$ cat config.mk
export PLATFORM = sky130hd
export DESIGN_NAME = color_sensor_freq
export DESIGN_NICKNAME = d
export VERILOG_FILES = /design/src/rtl/color_sensor_pkg.sv /design/src/rtl/edge_sync.sv /design/src/rtl/color_sensor_freq.sv
export SDC_FILE = /design/constraint.sdc
export NUM_CORES = 1
export LEC_CHECK = 0
export CORE_MARGIN = 2
export CORE_UTILIZATION = 55
export CTS_BUF_LIST = sky130_fd_sc_hd__clkbuf_8
export DETAILED_ROUTE_END_ITERATION = 12
export DONT_BUFFER_PORTS = 1
export HOLD_SLACK_MARGIN = 0.08
export PLACE_DENSITY = 0.8
export SLEW_MARGIN = 10
export SYNTH_ARGS = -nofsm -noshare
export SYNTH_HDL_FRONTEND = slang
export SYNTH_HIERARCHICAL = 1
export SYNTH_SLANG_ARGS = --single-unit
$ cat constraint.sdc
create_clock -name clk -period 1.9 [get_ports clk]
set_input_delay 0.38 -clock clk [delete_from_list [all_inputs] [get_ports clk]]
set_output_delay 0.38 -clock clk [all_outputs]
set_load 0.01 [all_outputs]
$ cat src/rtl/color_sensor_pkg.sv
// Shared types for the color sensor front end: filter channel, reported color and FSM state.
package color_sensor_pkg;

  typedef enum logic [1:0] {
    CH_RED   = 2'b00,
    CH_BLUE  = 2'b01,
    CH_CLEAR = 2'b10,
    CH_GREEN = 2'b11
  } ch_e;

  typedef enum logic [1:0] {
    COLOR_NONE  = 2'd0,
    COLOR_RED   = 2'd1,
    COLOR_GREEN = 2'd2,
    COLOR_BLUE  = 2'd3
  } color_e;

  typedef enum logic [1:0] {
    ST_SETTLE = 2'd0,
    ST_GATE   = 2'd1,
    ST_STORE  = 2'd2
  } state_e;

endpackage

$ cat src/rtl/edge_sync.sv
// Brings the asynchronous sensor output into the clk domain and flags each rising edge.
// rise is a one-cycle pulse, 2-3 clk edges after the sensor edge.
module edge_sync (
  input  logic clk,
  input  logic reset,
  input  logic sensor,
  output logic rise
);

  logic r_sync1;
  logic r_sync2;
  logic r_sync3;

  always_ff @(posedge clk) begin
    if (reset) begin
      r_sync1 <= 1'b0;
      r_sync2 <= 1'b0;
      r_sync3 <= 1'b0;
    end else begin
      r_sync1 <= sensor;
      r_sync2 <= r_sync1;
      r_sync3 <= r_sync2;
    end
  end

  assign rise = r_sync2 & ~r_sync3;

endmodule

$ cat src/rtl/color_sensor_freq.sv
// Cycles the sensor filter through red/blue/clear/green, counts output edges per gate window
// and reports the latched counts plus the dominant color once per frame.
module color_sensor_freq
  import color_sensor_pkg::*;
#(
  parameter int         GATE_CYCLES   = 40,
  parameter int         SETTLE_CYCLES = 8,
  parameter int         CNT_W         = 16,
  parameter logic [1:0] FREQ_SCALE    = 2'b11
) (
  input  logic             clk,
  input  logic             reset,
  input  logic             sensor,
  output logic             s0,
  output logic             s1,
  output logic             s2,
  output logic             s3,
  output logic [CNT_W-1:0] red,
  output logic [CNT_W-1:0] blue,
  output logic [CNT_W-1:0] clear,
  output logic [CNT_W-1:0] green,
  output logic [1:0]       ch,
  output logic             valid,
  output logic             frame_done,
  output logic [1:0]       color_id
);

  localparam int TMR_W = $clog2(GATE_CYCLES + SETTLE_CYCLES + 1);
  localparam logic [TMR_W-1:0] SETTLE_LAST = TMR_W'(SETTLE_CYCLES - 1);
  localparam logic [TMR_W-1:0] GATE_LAST   = TMR_W'(GATE_CYCLES - 1);
  localparam logic [CNT_W-1:0] CNT_MAX     = '1;

  state_e           r_state;
  ch_e              r_ch;
  logic [TMR_W-1:0] r_tmr;
  logic [CNT_W-1:0] r_cnt;
  logic [CNT_W-1:0] r_red;
  logic [CNT_W-1:0] r_blue;
  logic [CNT_W-1:0] r_clear;
  logic [CNT_W-1:0] r_green;
  logic             r_valid;
  logic             r_frame_done;
  color_e           r_color;
  color_e           w_color;
  logic             w_rise;

  edge_sync u_edge_sync (
    .clk    (clk),
    .reset  (reset),
    .sensor (sensor),
    .rise   (w_rise)
  );

  // Green is still in r_cnt during STORE, so classify against it rather than r_green.
  always_comb begin
    w_color = COLOR_NONE;
    if (r_red == '0 && r_blue == '0 && r_cnt == '0)
      w_color = COLOR_NONE;
    else if (r_red >= r_cnt && r_red >= r_blue)
      w_color = COLOR_RED;
    else if (r_cnt >= r_blue)
      w_color = COLOR_GREEN;
    else
      w_color = COLOR_BLUE;
  end

  always_ff @(posedge clk) begin
    if (reset) begin
      r_state      <= ST_SETTLE;
      r_ch         <= CH_RED;
      r_tmr        <= '0;
      r_cnt        <= '0;
      r_red        <= '0;
      r_blue       <= '0;
      r_clear      <= '0;
      r_green      <= '0;
      r_valid      <= 1'b0;
      r_frame_done <= 1'b0;
      r_color      <= COLOR_NONE;
    end else begin
      r_valid      <= 1'b0;
      r_frame_done <= 1'b0;
      case (r_state)
        ST_SETTLE: begin
          r_cnt <= '0;
          if (r_tmr == SETTLE_LAST) begin
            r_tmr   <= '0;
            r_state <= ST_GATE;
          end else begin
            r_tmr <= r_tmr + 1'b1;
          end
        end
        ST_GATE: begin
          if (w_rise && r_cnt != CNT_MAX)
            r_cnt <= r_cnt + 1'b1;
          if (r_tmr == GATE_LAST) begin
            r_tmr   <= '0;
            r_state <= ST_STORE;
          end else begin
            r_tmr <= r_tmr + 1'b1;
          end
        end
        ST_STORE: begin
          case (r_ch)
            CH_RED:   r_red   <= r_cnt;
            CH_BLUE:  r_blue  <= r_cnt;
            CH_CLEAR: r_clear <= r_cnt;
            CH_GREEN: r_green <= r_cnt;
            default:  r_red   <= r_cnt;
          endcase
          r_valid <= 1'b1;
          if (r_ch == CH_GREEN) begin
            r_frame_done <= 1'b1;
            r_color      <= w_color;
          end
          r_ch    <= ch_e'(r_ch + 2'd1);
          r_cnt   <= '0;
          r_state <= ST_SETTLE;
        end
        default: begin
          r_tmr   <= '0;
          r_cnt   <= '0;
          r_state <= ST_SETTLE;
        end
      endcase
    end
  end

  assign s0         = FREQ_SCALE[0];
  assign s1         = FREQ_SCALE[1];
  assign s2         = r_ch[1];
  assign s3         = r_ch[0];
  assign ch         = r_ch;
  assign red        = r_red;
  assign blue       = r_blue;
  assign clear      = r_clear;
  assign green      = r_green;
  assign valid      = r_valid;
  assign frame_done = r_frame_done;
  assign color_id   = r_color;

endmodule

# [After elaboration in Yosys (flattened, before gate mapping)]
# Index checks and enable logic that the tools add are counted.
[op_classes] n_mul=0 n_bitwise=4 eq_ne=10 addsub=3 n_div=0 order_cmp=3 mux=11 shift=0 reduce_logical=16
[ops] op="$ge 16x16->1" count=3
[ops] op="$logic_not 16->1" count=3
[ops] op="$pmux 6 s3" count=1
[ops] op="$add 16x1->16 const B" count=1
[ops] op="$ne 16x16->1 const B" count=1
[ops] op="$mux 6" count=2
[ops] op="$reduce_and 2->1" count=5
[ops] op="$mux 2" count=4
[ops] op="$add 6x1->6 const B" count=1
[ops] op="$eq 2x2->1 const B" count=3
[ops] op="$eq 6x3->1 const B" count=1
[ops] op="$eq 6x6->1 const B" count=1
[ops] op="$eq 2x1->1 const B" count=2
[ops] op="$logic_and 1x1->1" count=4
[ops] op="$logic_not 2->1" count=2
[ops] op="$ne 2x2->1 const B" count=2
[ops] op="$pmux 2 s2" count=1
[ops] op="$reduce_or 2->1" count=2
[ops] op="$mux 1" count=3
[ops] op="$not 1->1" count=3
[ops] op="$add 2x1->2 const B" count=1
[ops] op="$and 1x1->1" count=1
[word_totals] mem_bits_rw=0 register_bits=97 latch_bits=0 output_inout_bits=74 in_bits=3 n_memories=0 rom_bits=0

# [Longest topological paths before layout]
# Gate-level depths: netlist of run 1.
[logic_depth] ltp_word=4 mapped_depth=9 depth_no_buf=8

# [By module]
# Netlist of run 1, hierarchy kept.
[modules_own_cells] mod="color_sensor_freq" instances=1 cells_per_inst=621 seq_area_each_um2=1881.8 area_per_inst_um2=4939.7
[modules_own_cells] mod="edge_sync" instances=1 cells_per_inst=7 seq_area_each_um2=60.1 area_per_inst_um2=87.6

# [Worst setup path after synthesis of run 1]
# OpenSTA, ideal clock, no wires.
[synth_timing] path_type="flip-flop to flip-flop" start="register r_cnt[0]" end="register r_color[0], in the netlist color_id[0]" setup_slack_ns=-0.160 period_less_slack_ns=2.060 path_buffers=0 setup_ns=0.096 stages_incl_launch_ff=9 t_arrival_ns=1.964 cell_sequence="dfxtp_1 -> inv_1 -> ha_1 -> nand2b_1 -> a2111oi_2 -> o41ai_1 -> o31ai_1 -> a22oi_1 -> o41ai_2"
[synth_via] elab_chain_cells=4 word_cells_on_any_way=8 classes_between="2 x order compare; 3 x mux; 3 x reduce/logical"
[synth_lines] element="start, declared" line_no="color_sensor_freq.sv:36" source="logic [CNT_W-1:0] r_cnt;"
[synth_lines] element="start signal, assigned" line_no="color_sensor_freq.sv:95" source="r_cnt <= r_cnt + 1'b1;"
[synth_lines] element="$ge 16x16->1, on equally long branches" line_no="color_sensor_freq.sv:61, color_sensor_freq.sv:59"
[synth_lines] element="$mux 1 or $logic_and 1x1->1 (tied branches)" line_no="color_sensor_freq.sv:61, color_sensor_freq.sv:59"
[synth_lines] element="$mux 2" line_no="color_sensor_freq.sv:59" source="else if (r_red >= r_cnt && r_red >= r_blue)"
[synth_lines] element="$mux 2 (*)" line_no="color_sensor_freq.sv:57" source="if (r_red == '0 && r_blue == '0 && r_cnt == '0)"
[synth_lines] element="end signal, assigned" line_no="color_sensor_freq.sv:114" source="r_color <= w_color;"
[synth_lines] element="end, declared" line_no="color_sensor_freq.sv:43" source="color_e r_color;"
# Mark *: on every way between the ends. The rest lies on a longest branch, timed or not.
# A chain may end at the register's enable or synchronous reset.

# [Final worst setup path of run 1]
[layout_timing] start="register r_red[0], in the netlist red[0]" end="register r_color[1], in the netlist color_id[1]"
[layout_via] elab_chain_cells=4 word_cells_on_any_way=8 classes_between="2 x order compare; 2 x mux; 4 x reduce/logical"
[layout_lines] element="start, declared" line_no="color_sensor_freq.sv:37" source="logic [CNT_W-1:0] r_red;"
[layout_lines] element="start signal, assigned" line_no="color_sensor_freq.sv:105" source="CH_RED: r_red <= r_cnt;"
[layout_lines] element="start signal, assigned" line_no="color_sensor_freq.sv:109" source="default: r_red <= r_cnt;"
[layout_lines] element="$ge 16x16->1 or $logic_not 16->1 (tied branches)" line_no="color_sensor_freq.sv:59, color_sensor_freq.sv:57"
[layout_lines] element="$logic_and 1x1->1, on equally long branches" line_no="color_sensor_freq.sv:59, color_sensor_freq.sv:57"
[layout_lines] element="$mux 2 or $logic_and 1x1->1 (tied branches)" line_no="color_sensor_freq.sv:59, color_sensor_freq.sv:57"
[layout_lines] element="$mux 2 (*)" line_no="color_sensor_freq.sv:57"
# Marks and branches as above.

==> impl_metrics.toml, run 1 <==
[worst_hold_path]
hp-class = "input pin to flip-flop"

[worst_setup_path]
critPathMaxFanout = 2
critPathLaunchType = "flip-flop"
critPathKind = "flip-flop to flip-flop"
cp-end-kind = "flip-flop"
arrival_ns = 2.37
cp_data_required_time_ns = 2.23

[power_and_ir_drop]
p_total_w = 0.003460
power.density_nw_per_um2 = 567.0
peakVddDrop_uv = 426.8
p_leak_nw = 2.411

[sta]
rsz0062_at_grt = "true"
finalSetupViolCount = 2
tightest_slew_ns = 1.061
hold_viol_final = 0
min_period_ns = 2.039
slew_viol_final = 0
max_freq_mhz = 490.5
post-route-period-util_pct = 107.3
relSlewSlack_pct = 29.04
finalWorstSetupSlack_ns = -0.1388
skew_ns = 0.01239

[routing]
routed-via-count = 4858
wl_met1_mm = 5.563
wl_per_cell_um = 18.26
antenna_left = 0
drc = 0
top_layer_used = "met4"
drtIter0Drc = 380
wl_met2_mm = 7.272
drt-pass1-iter-count = 6
wl_met3_mm = 1.285
routed_wl_mm = 14.79
vias_per_cell = 5.998

[die]
row_count = 34
die_h_um = 99.61
initial_utilization_pct = 57.09
pin_count = 77
fp.dieArea_um2 = 9921
die_x_um = 99.61
coreArea_um2 = 8806

[logic_synthesis]
yosysTopAreaCellShare_pct = 38.63
async_reset_ff_share_pct = 0
yosysUniqueCellTypes = 51
synth_edf_count = 0
yosysTopAreaCell = "dfxtp_1"
syn_inst = 628
synth_seq_area_share_pct = 38.63
ys_warn_count = 6
synth-seq-cells = 97
netlist_area_um2 = 5027
avgSynthCellArea_um2 = 8.005
synthTopCellsByArea = "dfxtp_1 39%, ha_1 14%, nand2_1 11%, a21oi_1 8.5%, xnor2_1 2.8%"
synth_ff_type = "dfxtp_1"

[placement]
dpl-instance-area_um2 = 5572
place_ws_ns = -0.1652
port_buffers = 0
place_hpwl_mm = 10.04
globalplace.congestion = 0.9491

[cts]
cts.path.max_buffers = 2
cts.sink_count = 97
cts_max_level = 3
numCtsBuffers = 9
cts_tree = "done"
cts.clk_slew.worst_paths_ns = 0.10
clkLatencyLatePin_ns = 0.38
root_buffer = "clkbuf_8"

[global_route]
track_usage_pct = 28.65
grt_pass1_wl_mm = 22.63
antenna_found_initial = 0
grt_max_degree = 80
overflow = 0
grt_pass1_vias = 4734

[run]
max-cap-violations = 0

[outcome]
status = "finished, violations left"
violations = "setup timing"

[finish]
area.growth.synth_to_final_pct = 21.38
drive_gt1_share_pct = 22.79
fillers = 683
fin_nets = 755
finalInstanceArea_um2 = 6102
antenna_cells = 0
-- worst max-delay path, cell delays in order, from the launching register on --
cell,delay (ns)
dfxtp_2,0.35
inv_2,0.04
ha_1,0.27
nand2b_1,0.19
a211oi_2,0.31
o221a_2,0.25
o21ai_1,0.08
buf_4,0.15
a211oi_2,0.18
o21ba_2,0.15
-- kinds of logic after synthesis --
logic type               count (synthesis)  synth area share, %
AO/OA/AOI/OAI                          124                14.46
XOR/XNOR                                17                2.962
adder cells (fa/ha/maj)                 55                13.69
buffers and inverters                   78                6.745
flip-flops                              97                38.63
multiplexers                             1               0.1991
other                                    1              0.07459
AND/OR/NAND/NOR                        255                23.25
-- repair_timing --
| action | in CTS | in global routing |
|---|---|---|
| setup endpoints to repair | 3 | 19 |
| endpoints found under the hold margin | 74 | 43 |
| setup buffers | 1 | 6 |
| hold buffers | 9 | 2 |
| pin swaps | 11 | 15 |
| gates resized for setup | 16 | 36 |
-- registers in the layout (all words and copies together) (netlist names), 2 cells and up --
register and cells:
red 16, color_id 2, blue 16, r_state 2, ch 2, green 16, clear 16, r_tmr 6
r_cnt 16
-- cells in the mapped netlist, drive strengths merged (2+ instances only) --
library cell    n
nand3          13
dfxtp          97
clkbuf         22
a31oi           2
and2            5
o21ai          11
and4            3
ha             55
nor2b           5
o21a            2
xnor2          16
o211ai          2
nand4          15
a21oi          85
o41ai           2
nor4           12
nand3b          2
nor2           31
nor3           12
a21o            3
inv            37
buf            19
nand2b          5
nand2         148
a211oi          6
-- cell type report --
cell class / instances / area, um^2 / area share [%]
clock inverter: 6 / 56.30 / 0.9227
clock buffer: 10 / 137.6 / 2.255
multi-input combinational: 454 / 2880 / 47.20
tap: 108 / 135.1 / 2.214
timing repair buffer: 98 / 777.0 / 12.73
inverter: 37 / 138.9 / 2.276
sequential: 97 / 1977 / 32.40
-- worst paths after layout --
kind	startpoint	endpoint	slack (ns)	depth (start not counted)
worst max-delay path	red[0]	color_id[1]	-0.14	9
worst min register to register	green[9]	green[9]	0.51	2
worst max register to register	red[0]	color_id[1]	-0.14	9
worst min-delay path	reset	valid	0.1	1
-- cell usage in the layout, fill, tap and decap left out, types with 11 or more instances in the layout --
cell,count
nand4_1,14
nand2_1,147
inv_1,32
dfxtp_1,75
nor3_1,11
buf_4,86
a21oi_1,84
xnor2_1,16
dfxtp_2,19
nand3_1,12
nor2_1,30
ha_1,51
-- stage by stage --
step / std cells / hold slack, ns / TNS, ns / util, %
5_1_grt: 810 / 0.09272 / -0.2746 / 69.30
3_3_place_gp: 776 / 0.4280 / -0.07567 / 63.27
4_1_cts: 802 / 0.04650 / -0.009813 / 67.05
2_1_floorplan: 629 / 0.4138 / 0 / -
3_5_place_dp: 776 / 0.4298 / -0.2427 / 63.27
6_report: 810 / 0.09730 / -0.1767 / 69.30
-- layer usage --
layer	GRT usage, %	up-vias
li1	-	2263
met1	32.97	2269
met2	49.74	254
met3	7.449	72
met4	13.17	0
met5	0	-
-- where the power goes --
group	leakage, nW	switching [W]	internal (W)
logic	1.52	0.0000424	0.0000320
clock network	0.0973	0.000800	0.000542
registers	0.794	0.00000750	0.00204
Note: power is estimated with default switching activity, not from simulation.
==> run 2, diff against run 1 <==
Settings changed: CTS_CLUSTER_SIZE set to 12.
==> results of run 2 <==
Final layout, timing and power as in run 1 (identical DEF).
==> run 3, diff against run 2 <==
Settings changed: RECOVER_POWER set to 50.
==> run 3 against run 2 <==
The flow still finishes with violations (setup timing). Cell area is essentially flat. Global-route usage unchanged. Sequential share of layout area barely moved. Clock power hardly changed. Worst hold slack gained 0.0011 ns. Core utilization decreased by 0.057 points. Critical path depth unchanged. Setup slack worse by 0.0036 ns. Largest cell class unchanged. Critical path type unchanged. Final cell count is the same. Power barely moved. Non-clock buffer count did not move.
==> impl_metrics.toml, run 3 (synthesized netlist as in run 1, its figures left out) <==
[die]
initial_utilization_pct = 57.09
row_count = 34
fp.dieArea_um2 = 9921
die_x_um = 99.61
coreArea_um2 = 8806
pin_count = 77
die_h_um = 99.61

[power_and_ir_drop]
power_switching_w = 0.0008499
swShare_pct = 24.57
p_leak_nw = 2.406
power.density_nw_per_um2 = 567.4
p_int_w = 0.002610
p_seq_share_pct = 59.1
peakVddDrop_uv = 426.9
clkPwrFrac_pct = 38.8
pwr-share-comb_pct = 2.1

[sta]
tightest_slew_ns = 1.049
skew_ns = 0.01256
rsz0062_at_grt = "true"
relSlewSlack_pct = 29.84
tns_ns = -0.1848
min_period_ns = 2.042
slew_viol_final = 0
finalSetupViolCount = 2
hold_viol_final = 0
post-route-period-util_pct = 107.5
finalWorstSetupSlack_ns = -0.1424
max_freq_mhz = 489.6

[global_route]
overflow = 0
grt_pass1_vias = 4734
track_usage_pct = 28.65
grt_max_degree = 80
grt_pass1_wl_mm = 22.63
antenna_found_initial = 0

[routing]
vias_per_cell = 6.000
routed_wl_mm = 14.83
wl_per_cell_um = 18.31
drc = 0
routed-via-count = 4860
drt-pass1-iter-count = 6
drtIter0Drc = 357
antenna_left = 0

[cts]
cts.path.max_buffers = 2
cts.sink_count = 97
cts.clk_slew.worst_paths_ns = 0.10
root_buffer = "clkbuf_8"
cts_max_level = 3
clkLatencyLatePin_ns = 0.38
cts_tree = "done"
numCtsBuffers = 9

[outcome]
status = "finished, violations left"
violations = "setup timing"

[worst_setup_path]
path_common_cell = "a211oi_2"
critPathLaunchType = "flip-flop"
worst_path_max_delay_cell = "dfxtp_2"
crit_chain = "inv_2 > ha_1 > nand2b_1 > a211oi_2 > o221a_2 > o21ai_1 > buf_4 > a211oi_2 > o21ba_2"
cp_slowest_stage_delay_ns = 0.35
arrival_ns = 2.38
critPathKind = "flip-flop to flip-flop"
cp_data_required_time_ns = 2.23
critPathMaxFanout = 2
cp-end-kind = "flip-flop"

[run]
max-cap-violations = 0

[placement]
port_buffers = 0
dpl-instance-area_um2 = 5572
dp.cells = 776
place_ws_ns = -0.1652
globalplace.congestion = 0.9491
place_hpwl_mm = 10.04

[finish]
antenna_cells = 0
fillers = 686
fin_nets = 755
area.growth.synth_to_final_pct = 21.28
drive_gt1_share_pct = 22.51
finalInstanceArea_um2 = 6097
final_cell_mix = "147 x nand2_1, 85 x buf_4, 84 x a21oi_1"
final_common_cell = "nand2_1"
final_cells = 810

[worst_hold_path]
hp-class = "input pin to flip-flop"
[run 3: critical path: cells and delay by family (launching register included)]
family                     cells  cell delay, ns
and+or+nand+nor                1            0.20
buffers and inverters          2            0.19
AOI/OAI and AO/OA              5            0.98
adders and majority gates      1            0.27
DFF                            1            0.35
[run 3: final timing paths]
| kind | from | to | slack [ns] | cells past startpoint |
|---|---|---|---|---|
| worst min register to register | green[9] | green[9] | 0.51 | 2 |
| worst max-delay path | red[0] | color_id[1] | -0.14 | 9 |
| worst max register to register | red[0] | color_id[1] | -0.14 | 9 |
| worst min-delay path | reset | valid | 0.1 | 1 |
[run 3: layout make-up]
type	instances	area (um^2)	share of cell area (%)
Multi-Input combinational cell	454	2880	47.24
Sequential cell	97	1976	32.40
Timing Repair Buffer	98	773.2	12.68
Inverter	37	138.9	2.278
Clock buffer	10	137.6	2.257
Tap cell	108	135.1	2.216
Clock inverter	6	56.30	0.9235
[run 3: metal layers]
metal | wire [um] | vias to the layer above | global-route usage (%) | part of all wire (%)
met1 | 5583 | 2244 | 32.97 | 38
met5 | 0 | - | 0 | 0
met4 | 710 | 0 | 13.17 | 4.8
met2 | 7212 | 279 | 49.74 | 49
li1 | - | 2265 | - | -
met3 | 1324 | 72 | 7.449 | 8.9
[run 3: stage by stage]
stage	hold WS [ns]	total power, W	util [%]
2_1_floorplan	0.4138	0.002139	-
3_3_place_gp	0.4280	0.002120	63.27
3_5_place_dp	0.4298	0.002124	63.27
4_1_cts	0.04650	0.003443	67.05
5_1_grt	0.09272	0.003570	69.24
6_report	0.09840	0.003459	69.24
[run 3: power groups by stage]
stage	Clock, W	Sequential, W	Combinational, W
6_report	0.00134	0.00204	0.0000743
5_1_grt	0.00144	0.00204	0.0000816
4_1_cts	0.00135	0.00205	0.0000422
3_5_place_dp	0	0.00209	0.0000309
3_3_place_gp	0	0.00209	0.0000279
2_1_floorplan	0	0.00209	0.0000481
[run 3: repair_timing]
item | in CTS | in global routing
hold buffers | 9 | 2
setup buffers | 1 | 6
endpoints found under the hold margin | 74 | 43
resized for setup | 16 | 36
pin swaps | 11 | 15
endpoints found under the setup margin | 3 | 19
